File: src/rtl/pps_timekeeper.sv
`timescale 1ns/1ps
// pps_timekeeper: PPS-disciplined sub-second counter and binary HH:MM:SS time of day.
// Optional build macro PPS_TIMEKEEPER_STATS_EN adds the pps_offset and miss_total outputs.
//
// state      | meaning
// UNLOCKED   | free-run with no PPS reference; the next PPS hard-aligns the counter
// LOCKED     | tracking PPS inside the acceptance window
// HOLDOVER   | PPS missing; flywheel on local wraps and count missed windows
module pps_timekeeper #(
  parameter int CLK_HZ   = 50000000,
  parameter int PPS_TOL  = 1000,
  parameter int HOLD_MAX = 16,
  localparam int SW      = $clog2(CLK_HZ)
) (
  input  logic          clk,
  input  logic          rst_n,
  input  logic          pps_pe,
  input  logic          tod_load,
  input  logic [4:0]    tod_hh,
  input  logic [5:0]    tod_mm,
  input  logic [5:0]    tod_ss,
  output logic          sec_tick,
  output logic [SW-1:0] sub_sec,
  output logic [4:0]    hh,
  output logic [5:0]    mm,
  output logic [5:0]    ss,
  output logic          locked,
  output logic          holdover,
  output logic          pps_err
`ifdef PPS_TIMEKEEPER_STATS_EN
  ,
  output logic signed [SW:0] pps_offset,
  output logic [15:0]        miss_total
`endif
);

  // miss_cnt never needs to hold HOLD_MAX itself: reaching it drops straight to UNLOCKED
  localparam int MW = (HOLD_MAX < 2) ? 1 : $clog2(HOLD_MAX);

  localparam logic [SW-1:0] SUB_LAST  = SW'(CLK_HZ - 1);
  localparam logic [SW-1:0] WIN_LO    = SW'(CLK_HZ - PPS_TOL);
  localparam logic [SW-1:0] TOL_AT    = SW'(PPS_TOL);
  localparam logic [MW-1:0] HOLD_LAST = MW'(HOLD_MAX - 1);

  typedef enum logic [1:0] {S_UNLOCKED, S_LOCKED, S_HOLDOVER} state_t;

  state_t        state;
  logic          seen;
  logic [MW-1:0] miss_cnt;

  logic wrap, early, in_win, win_close;
  logic hard, accept, reject, tick_nxt, load_ok;

  // Window classification and PPS accept/reject decisions for the current sub_sec
  always_comb begin
    wrap      = (sub_sec == SUB_LAST);
    early     = (sub_sec >= WIN_LO);
    in_win    = early || (sub_sec < TOL_AT);
    win_close = (sub_sec == TOL_AT);
    hard      = pps_pe && (state == S_UNLOCKED);
    accept    = pps_pe && (state != S_UNLOCKED) && in_win && !seen;
    reject    = pps_pe && (state != S_UNLOCKED) && !(in_win && !seen);
    // an early-half realign supplies the tick that the wrap would have given
    tick_nxt  = hard || (accept ? early : wrap);
    load_ok   = tod_load && (tod_hh < 5'd24) && (tod_mm < 6'd60) && (tod_ss < 6'd60);
  end

  // Sub-second counter with realignment to zero on a hard align or accepted PPS
  always_ff @(posedge clk or negedge rst_n) begin
    if (!rst_n) begin
      sub_sec  <= '0;
      sec_tick <= 1'b0;
    end else begin
      sec_tick <= tick_nxt;
      if (hard || accept || wrap) sub_sec <= '0;
      else                        sub_sec <= sub_sec + SW'(1);
    end
  end

  // Lock state machine; locked/holdover are registered alongside the state
  always_ff @(posedge clk or negedge rst_n) begin
    if (!rst_n) begin
      state    <= S_UNLOCKED;
      seen     <= 1'b0;
      miss_cnt <= '0;
      locked   <= 1'b0;
      holdover <= 1'b0;
      pps_err  <= 1'b0;
    end else begin
      pps_err <= reject;
      case (state)
        S_UNLOCKED: begin
          if (hard) begin
            state  <= S_LOCKED;
            locked <= 1'b1;
            seen   <= 1'b1;
          end else if (win_close) begin
            seen <= 1'b0;
          end
        end
        S_LOCKED: begin
          if (accept) begin
            seen <= 1'b1;
          end else if (win_close) begin
            seen <= 1'b0;
            if (!seen) begin
              locked <= 1'b0;
              if (HOLD_MAX == 1) begin
                state <= S_UNLOCKED;
              end else begin
                state    <= S_HOLDOVER;
                holdover <= 1'b1;
                miss_cnt <= MW'(1);
              end
            end
          end
        end
        S_HOLDOVER: begin
          if (accept) begin
            state    <= S_LOCKED;
            locked   <= 1'b1;
            holdover <= 1'b0;
            seen     <= 1'b1;
            miss_cnt <= '0;
          end else if (win_close) begin
            seen <= 1'b0;
            if (!seen) begin
              if (miss_cnt == HOLD_LAST) begin
                state    <= S_UNLOCKED;
                holdover <= 1'b0;
                miss_cnt <= '0;
              end else begin
                miss_cnt <= miss_cnt + MW'(1);
              end
            end
          end
        end
        default: begin
          state    <= S_UNLOCKED;
          locked   <= 1'b0;
          holdover <= 1'b0;
          seen     <= 1'b0;
          miss_cnt <= '0;
        end
      endcase
    end
  end

  // Time of day: a valid load beats a same-cycle increment; invalid loads are dropped
  always_ff @(posedge clk or negedge rst_n) begin
    if (!rst_n) begin
      hh <= '0;
      mm <= '0;
      ss <= '0;
    end else if (load_ok) begin
      hh <= tod_hh;
      mm <= tod_mm;
      ss <= tod_ss;
    end else if (tick_nxt) begin
      if (ss == 6'd59) begin
        ss <= '0;
        if (mm == 6'd59) begin
          mm <= '0;
          hh <= (hh == 5'd23) ? 5'd0 : hh + 5'd1;
        end else begin
          mm <= mm + 6'd1;
        end
      end else begin
        ss <= ss + 6'd1;
      end
    end
  end

`ifdef PPS_TIMEKEEPER_STATS_EN
  // Phase of the last accepted PPS and saturating count of empty window closes
  always_ff @(posedge clk or negedge rst_n) begin
    if (!rst_n) begin
      pps_offset <= '0;
      miss_total <= '0;
    end else begin
      if (accept) begin
        if (early) pps_offset <= $signed({1'b0, sub_sec}) - $signed((SW+1)'(CLK_HZ));
        else       pps_offset <= $signed({1'b0, sub_sec});
      end
      if (win_close && !seen && (state != S_UNLOCKED) && (miss_total != 16'hFFFF))
        miss_total <= miss_total + 16'd1;
    end
  end
`endif

endmodule

File: config.mk
export PLATFORM = sky130hd
export DESIGN_NAME = pps_timekeeper
export DESIGN_NICKNAME = d
export VERILOG_FILES = /design/src/rtl/pps_timekeeper.sv
export SDC_FILE = /design/constraint.sdc
export NUM_CORES = 1
export LEC_CHECK = 0
export CORE_UTILIZATION = 47
export DETAILED_ROUTE_END_ITERATION = 8
export PLACE_DENSITY = 0.87
export RECOVER_POWER = 25
export SETUP_SLACK_MARGIN = 0.5
export SYNTH_ARGS = -nofsm -noshare
export SYNTH_HDL_FRONTEND = slang
export SYNTH_SLANG_ARGS = --single-unit
File: constraint.sdc
create_clock -name clk -period 2.1 [get_ports clk]
set_input_delay 0.42 -clock clk [delete_from_list [all_inputs] [get_ports clk]]
set_output_delay 0.42 -clock clk [all_outputs]
set_load 0.01 [all_outputs]
== Word level (Yosys, flattened, before mapping) ==
Cells that the tools add are included.

* Eq/ne operators: 16
* Magnitude comparators: 5
* Mux-type cells: 49
* Bitwise gates (word level): 1
* Add/subtract/negate cells: 5
* Reduce and logical (&&, ||, !) cells: 27

{| class="wikitable"
|+ Operators by type and width
! operator !! count
|-
| 6-bit two-way mux || 7
|-
| 4-bit two-way mux || 7
|-
| 26-bit by 1-bit adder with 26-bit output, second input constant || 1
|-
| 26-bit by 10-bit == test with 1-bit output, second input constant || 1
|-
| 26-bit == test, second input constant || 1
|-
| 26-bit greater-or-equal comparator, second input constant || 1
|-
| 26-bit by 10-bit less-than comparator with 1-bit output, second input constant || 1
|-
| 26-bit two-way mux || 1
|-
| 5-bit two-way mux || 5
|-
| 1-bit two-way mux || 16
|-
| 2-bit two-way mux || 8
|-
| 7-bit AND reduction || 2
|-
| 6-bit by 1-bit adder with 6-bit output, second input constant || 2
|-
| 6-bit == test, second input constant || 2
|-
| 6-bit less-than comparator, second input constant || 2
|-
| 4-bit one-hot mux with 3 select lines || 1
|-
| 2-bit inequality test, second input constant || 5
|-
| 1-bit logical AND || 9
|-
| 3-bit inequality test, second input constant || 3
|-
| 2-bit nonzero test || 4
|-
| 1-bit one-hot mux with 3 select lines || 2
|-
| 2-bit one-hot mux with 3 select lines || 1
|-
| 6-bit AND reduction || 1
|-
| 5-bit by 1-bit adder with 5-bit output, second input constant || 1
|-
| other kinds (15) || 19
|}

* Output and inout port bits: 47
* Bits of input ports: 21
* Flip-flop bits (word level): 54

== Logic depth before layout (Yosys ltp) ==
* Word-level depth: 8
* Mapped depth: 11
* Depth with buffers taken out: 10

== Worst setup path before layout ==
Ideal clock, no wire load.

* Path type: reg2reg
* From: register sub_sec[13]
* To: register mm[5]
* Setup time: 0.082 ns
* Buffers on the path: 1
* Required time: 2.018 ns
* Setup slack: -0.169 ns
* Period minus slack after synthesis: 2.269 ns
* Arrival: 2.187 ns
* Stages on the path, launching flop included: 9
* Path through: dfrtp_1 buf_2 nor4_1 nand4_1 o22a_2 a31oi_4 o211ai_4 or4_1 a31oi_1

* Longest elaborated chain between the ends: 8
* Elaborated cells on any way between the ends: 10
* Those cells by class: order compare (2); eq/ne (1); mux (1); reduce/logical (6)

{| class="wikitable"
|+ RTL lines
! item !! RTL line !! RTL
|-
| from (decl) || 23 || <nowiki>output logic [SW-1:0] sub_sec,</nowiki>
|-
| from (signal assigned) || 76 || <nowiki>else sub_sec <= sub_sec + SW'(1);</nowiki>
|-
| 26-bit greater-or-equal comparator / 26-bit by 10-bit less-than comparator with 1-bit output (equally long branches) || 57, 58 ||
|-
| 1-bit logical OR || 58 || <nowiki>in_win = early || (sub_sec < TOL_AT);</nowiki>
|-
| 1-bit logical AND (2 in series) || 61 || <nowiki>accept = pps_pe && (state != S_UNLOCKED) && in_win && !seen;</nowiki>
|-
| 1-bit two-way mux (*) || 64 || <nowiki>tick_nxt = hard || (accept ? early : wrap);</nowiki>
|-
| 1-bit logical OR (*) || 64 ||
|-
| 2-bit nonzero test (no source line) (*) || - ||
|-
| 2-bit AND reduction (no source line) (*) || - ||
|-
| to (signal assigned) || 157 || <nowiki>mm <= tod_mm;</nowiki>
|-
| to (signal assigned) || 166 || <nowiki>mm <= mm + 6'd1;</nowiki>
|-
| to (decl) || 25 || <nowiki>output logic [5:0] mm,</nowiki>
|}

Mark *: on every way between the ends. The rest lies on a longest branch, timed or not.
A chain may end at the register's enable or synchronous reset.

== Worst setup path after layout ==
* From: register sub_sec[16]
* To: register state[1]

* Longest elaborated chain between the ends: 6
* Elaborated cells on any way between the ends: 14
* Those cells by class: order compare (2); eq/ne (6); mux (2); reduce/logical (4)

{| class="wikitable"
|+ RTL lines
! item !! RTL line !! RTL
|-
| 26-bit greater-or-equal comparator / 26-bit by 10-bit less-than comparator with 1-bit output (equally long branches) || 57, 58 ||
|-
| 1-bit logical OR || 58 ||
|-
| 1-bit logical AND (2 in series) || 61 ||
|-
| 3-bit inequality test (no source line) (tied with other cells) || - ||
|-
| 7-bit AND reduction (no source line) / 2-bit one-hot mux with 3 select lines (equally long branches) || - ||
|-
| to (signal assigned) || 83 || <nowiki>state <= S_UNLOCKED;</nowiki>
|-
| to (signal assigned) || 94 || <nowiki>state <= S_LOCKED;</nowiki>
|-
| to (signal assigned) || 109 || <nowiki>state <= S_UNLOCKED;</nowiki>
|-
| to (decl) || 47 || <nowiki>state_t state;</nowiki>
|}

Parallel ways exist; a longest one is shown, timed or not.

==> impl_metrics.json <==
{
  "status": "complete, but fails checks",
  "violations": "max-capacitance violations, max-slew violations, negative setup slack",
  "cpMaxStageDelayCell": "dfrtp_1",
  "worstPathRequired_ns": 2.32,
  "core_area_um2": 6760,
  "cts_hold_buf": 0,
  "antenna_left": 0,
  "dieArea_um2": 7290,
  "place_hpwl_mm": 6.77,
  "layout-area-overhead-vs-synth_pct": 62.9,
  "yosys_warnings": 0,
  "end_kind": "flop",
  "regArea_um2": 1360,
  "synth.distinct_cells": 62,
  "avgSynthCellArea_um2": 9.05,
  "synthSimpleGateAreaFrac_pct": 28.2,
  "timing.rr.end": "state[1]",
  "setup_viol": 52,
  "rsz0062_at_grt": "true",
  "clkTransAtPathRegs_ns": 0.11,
  "synth_cells": 361,
  "setup_tns_ns": -12.03,
  "cts_tree": "done",
  "synth-seq-cells": 54,
  "hold_path_class": "input pin to asynchronous set/reset pin",
  "power_mw": 4.46,
  "ys.flop_type": "dfrtp_1",
  "p_per_area_nw_per_um2": 838,
  "grt_pass1_vias": 3627,
  "cts_made_buffers": 5,
  "die_x_um": 85.4,
  "nets": 577,
  "crit_start": "sub_sec[16]",
  "vias": 3950,
  "multi_input_area_um2": 2000,
  "tightest_slew_ns": 1.79,
  "reg2reg_from": "sub_sec[16]",
  "crit_buf_inv": 4,
  "initialDrtViolationCount": 364,
  "yosys.area_share.adder_pct": 3.83,
  "max_stage_delay_ns": 0.44,
  "layout_setup_ws_ns": -0.377,
  "grt_pass1_wl_mm": 17.4,
  "slew_violations": 32,
  "timing.hold.ws_ns": 0.444,
  "grt_start_max_net_pins": 32,
  "arrival_ns": 2.69,
  "std_cell_rows": 30,
  "grt_overflow": 0,
  "h-tree-depth": 2,
  "cts_root_buf": "clkbuf_8",
  "first_pass_iters": 6,
  "synth_top_family_by_area": "simple AND/OR/NAND/NOR gates",
  "period_needed_ns": 2.48,
  "cp_max_fo": 5,
  "port_buffers": 67,
  "n_fill_cell": 409,
  "hold_viol": 0,
  "fmax_mhz": 404,
  "cts.sinks": 54,
  "synthMuxAreaShare_pct": 0.651,
  "synth-edff-count": 0,
  "clk_latency_ns": 0.33,
  "path_delay_family": "simple AND/OR/NAND/NOR gates",
  "grt_use_total_pct": 30.6,
  "layout_common_cells": "buf_4, dfrtp_1, nor2_1",
  "ios": 68,
  "initial_core_util_pct": 48.4,
  "peakVddDrop_mv": 0.447,
  "n_antenna_cell": 0,
  "mostFrequentLayoutCell": "buf_4",
  "place_congestion": 0.876,
  "worst_r2r_path_depth": 10,
  "vias_per_cell": 6.30,
  "async_flop_share_pct": 100,
  "wl_per_cell_um": 21.2,
  "p_leak_nw": 2.39,
  "drt-total-wl_mm": 13.3,
  "yosys.area_share.xor_xnor_pct": 5.90,
  "drive_above_1_share_pct": 38.4,
  "clk_path_buf_depth": 2,
  "max_cap_violations": 1,
  "synth_compound_area_share_pct": 14.9,
  "syn_nets": 392,
  "synthesis.area_um2": 3270,
  "crit_type": "flop to flop",
  "fin_util_pct": 78.8,
  "fp.dieH_um": 85.4,
  "rrSetupSlack_ns": -0.38,
  "worstSetupStartpointType": "flop",
  "ys_seq_area_share_pct": 41.3,
  "cp_cell_sequence": "buf_6 > nor3_1 > buf_4 > nand4_4 > a31oi_4 > buf_4 > buf_6 > nor2_1 > or2_4 > mux2_2",
  "final.period_utilization_pct": 118,
  "relSlewSlack_pct": -19.3,
  "drc_errors": 0,
  "antenna_found_initial": 0,
  "fin_skew_ns": 0.0102
}
## through the flow
step	area, um^2	cells	worst slack, ns
5_1_grt	5320	627	-0.428
2_1_floorplan	3340	361	-0.135
3_3_place_gp	4520	566	-0.136
6_report	5320	627	-0.377
4_1_cts	4910	605	-0.185
3_5_place_dp	4520	566	-0.211
## kinds of logic (layout without fill, tap and decap cells)
| logic type | count (synthesis) | after routing |
|---|---|---|
| simple gates | 169 | 169 |
| buf+inv | 32 | 218 |
| fa+ha+maj | 10 | 10 |
| xor+xnor | 22 | 22 |
| mux | 2 | 2 |
| compound gates | 72 | 72 |
| flops | 54 | 54 |
## area by class of cell
class | instances | area share [%]
tap | 80 | 1.88
timing repair buffer | 192 | 31.9
inverter | 18 | 1.32
sequential | 54 | 25.6
clock buffer | 7 | 1.62
clock inverter | 1 | 0.0940
multi-input combinational | 275 | 37.7
## sequential cells by signal (all words and copies together), names as in the netlist
register,flops
hh,5
holdover,1
locked,1
miss_cnt,4
mm,6
pps_err,1
sec_tick,1
seen,1
ss,6
state,2
sub_sec,26
## metal layers
metal | GRT usage, % | part of all wire [%] | vias to the layer above
li1 | - | - | 1693
met1 | 37.2 | 36 | 1886
met2 | 53.0 | 50 | 275
met3 | 4.47 | 8.1 | 96
met4 | 16.1 | 6.1 | 0
met5 | 0 | 0 | -
## Yosys cell counts (3+ instances only)
cell type | n | area [um^2]
dfrtp_1 | 54 | 1350
nor2_1 | 53 | 199
o21ai_0 | 25 | 125
nand3_1 | 22 | 110
nand2_1 | 20 | 75.1
inv_1 | 18 | 67.6
a31oi_1 | 17 | 106
xor2_1 | 16 | 140
nand4_1 | 15 | 93.8
ha_1 | 10 | 125
or3_1 | 7 | 43.8
a21oi_1 | 6 | 30.0
nor3_1 | 6 | 30.0
nor4_1 | 6 | 37.5
xnor2_1 | 6 | 52.6
nand4b_1 | 5 | 43.8
and4_1 | 4 | 35.0
clkbuf_1 | 4 | 15.0
nor2b_1 | 4 | 25.0
and3_1 | 3 | 18.8
buf_2 | 3 | 15.0
clkbuf_8 | 3 | 41.3
o31ai_1 | 3 | 22.5
or3_2 | 3 | 22.5
or4_1 | 3 | 22.5
## repair_timing
action,4_1_cts,5_1_grt
hold endpoints to repair,0,0
setup buffers,31,19
pin swaps,9,17
endpoints found under the setup margin,101,78
cloned,0,3
resized for setup,118,73
## worst max-delay path by stage
stage	endpoint	slack [ns]	depth (start not counted)
2_1_floorplan	mm[5]	-0.14	8
3_3_place_gp	mm[1]	-0.14	7
3_5_place_dp	hh[1]	-0.21	7
4_1_cts	hh[0]	-0.18	6
5_1_grt	state[1]	-0.43	10
6_report	state[1]	-0.38	10
## worst register-to-register path, cell delays in order (launching register included)
cell and delay (ns):
dfrtp_1 0.44, buf_6 0.14, nor3_1 0.31, buf_4 0.24, nand4_4 0.13, a31oi_4 0.23, buf_4 0.15, buf_6 0.12
nor2_1 0.07, or2_4 0.25, mux2_2 0.28
## power breakdown
group	internal (mW)	total [mW]	switching [mW]
combinational	1.17	2.44	1.27
sequential	1.21	1.39	0.181
clock	0.268	0.636	0.369
Note: power is estimated with default switching activity, not from simulation.
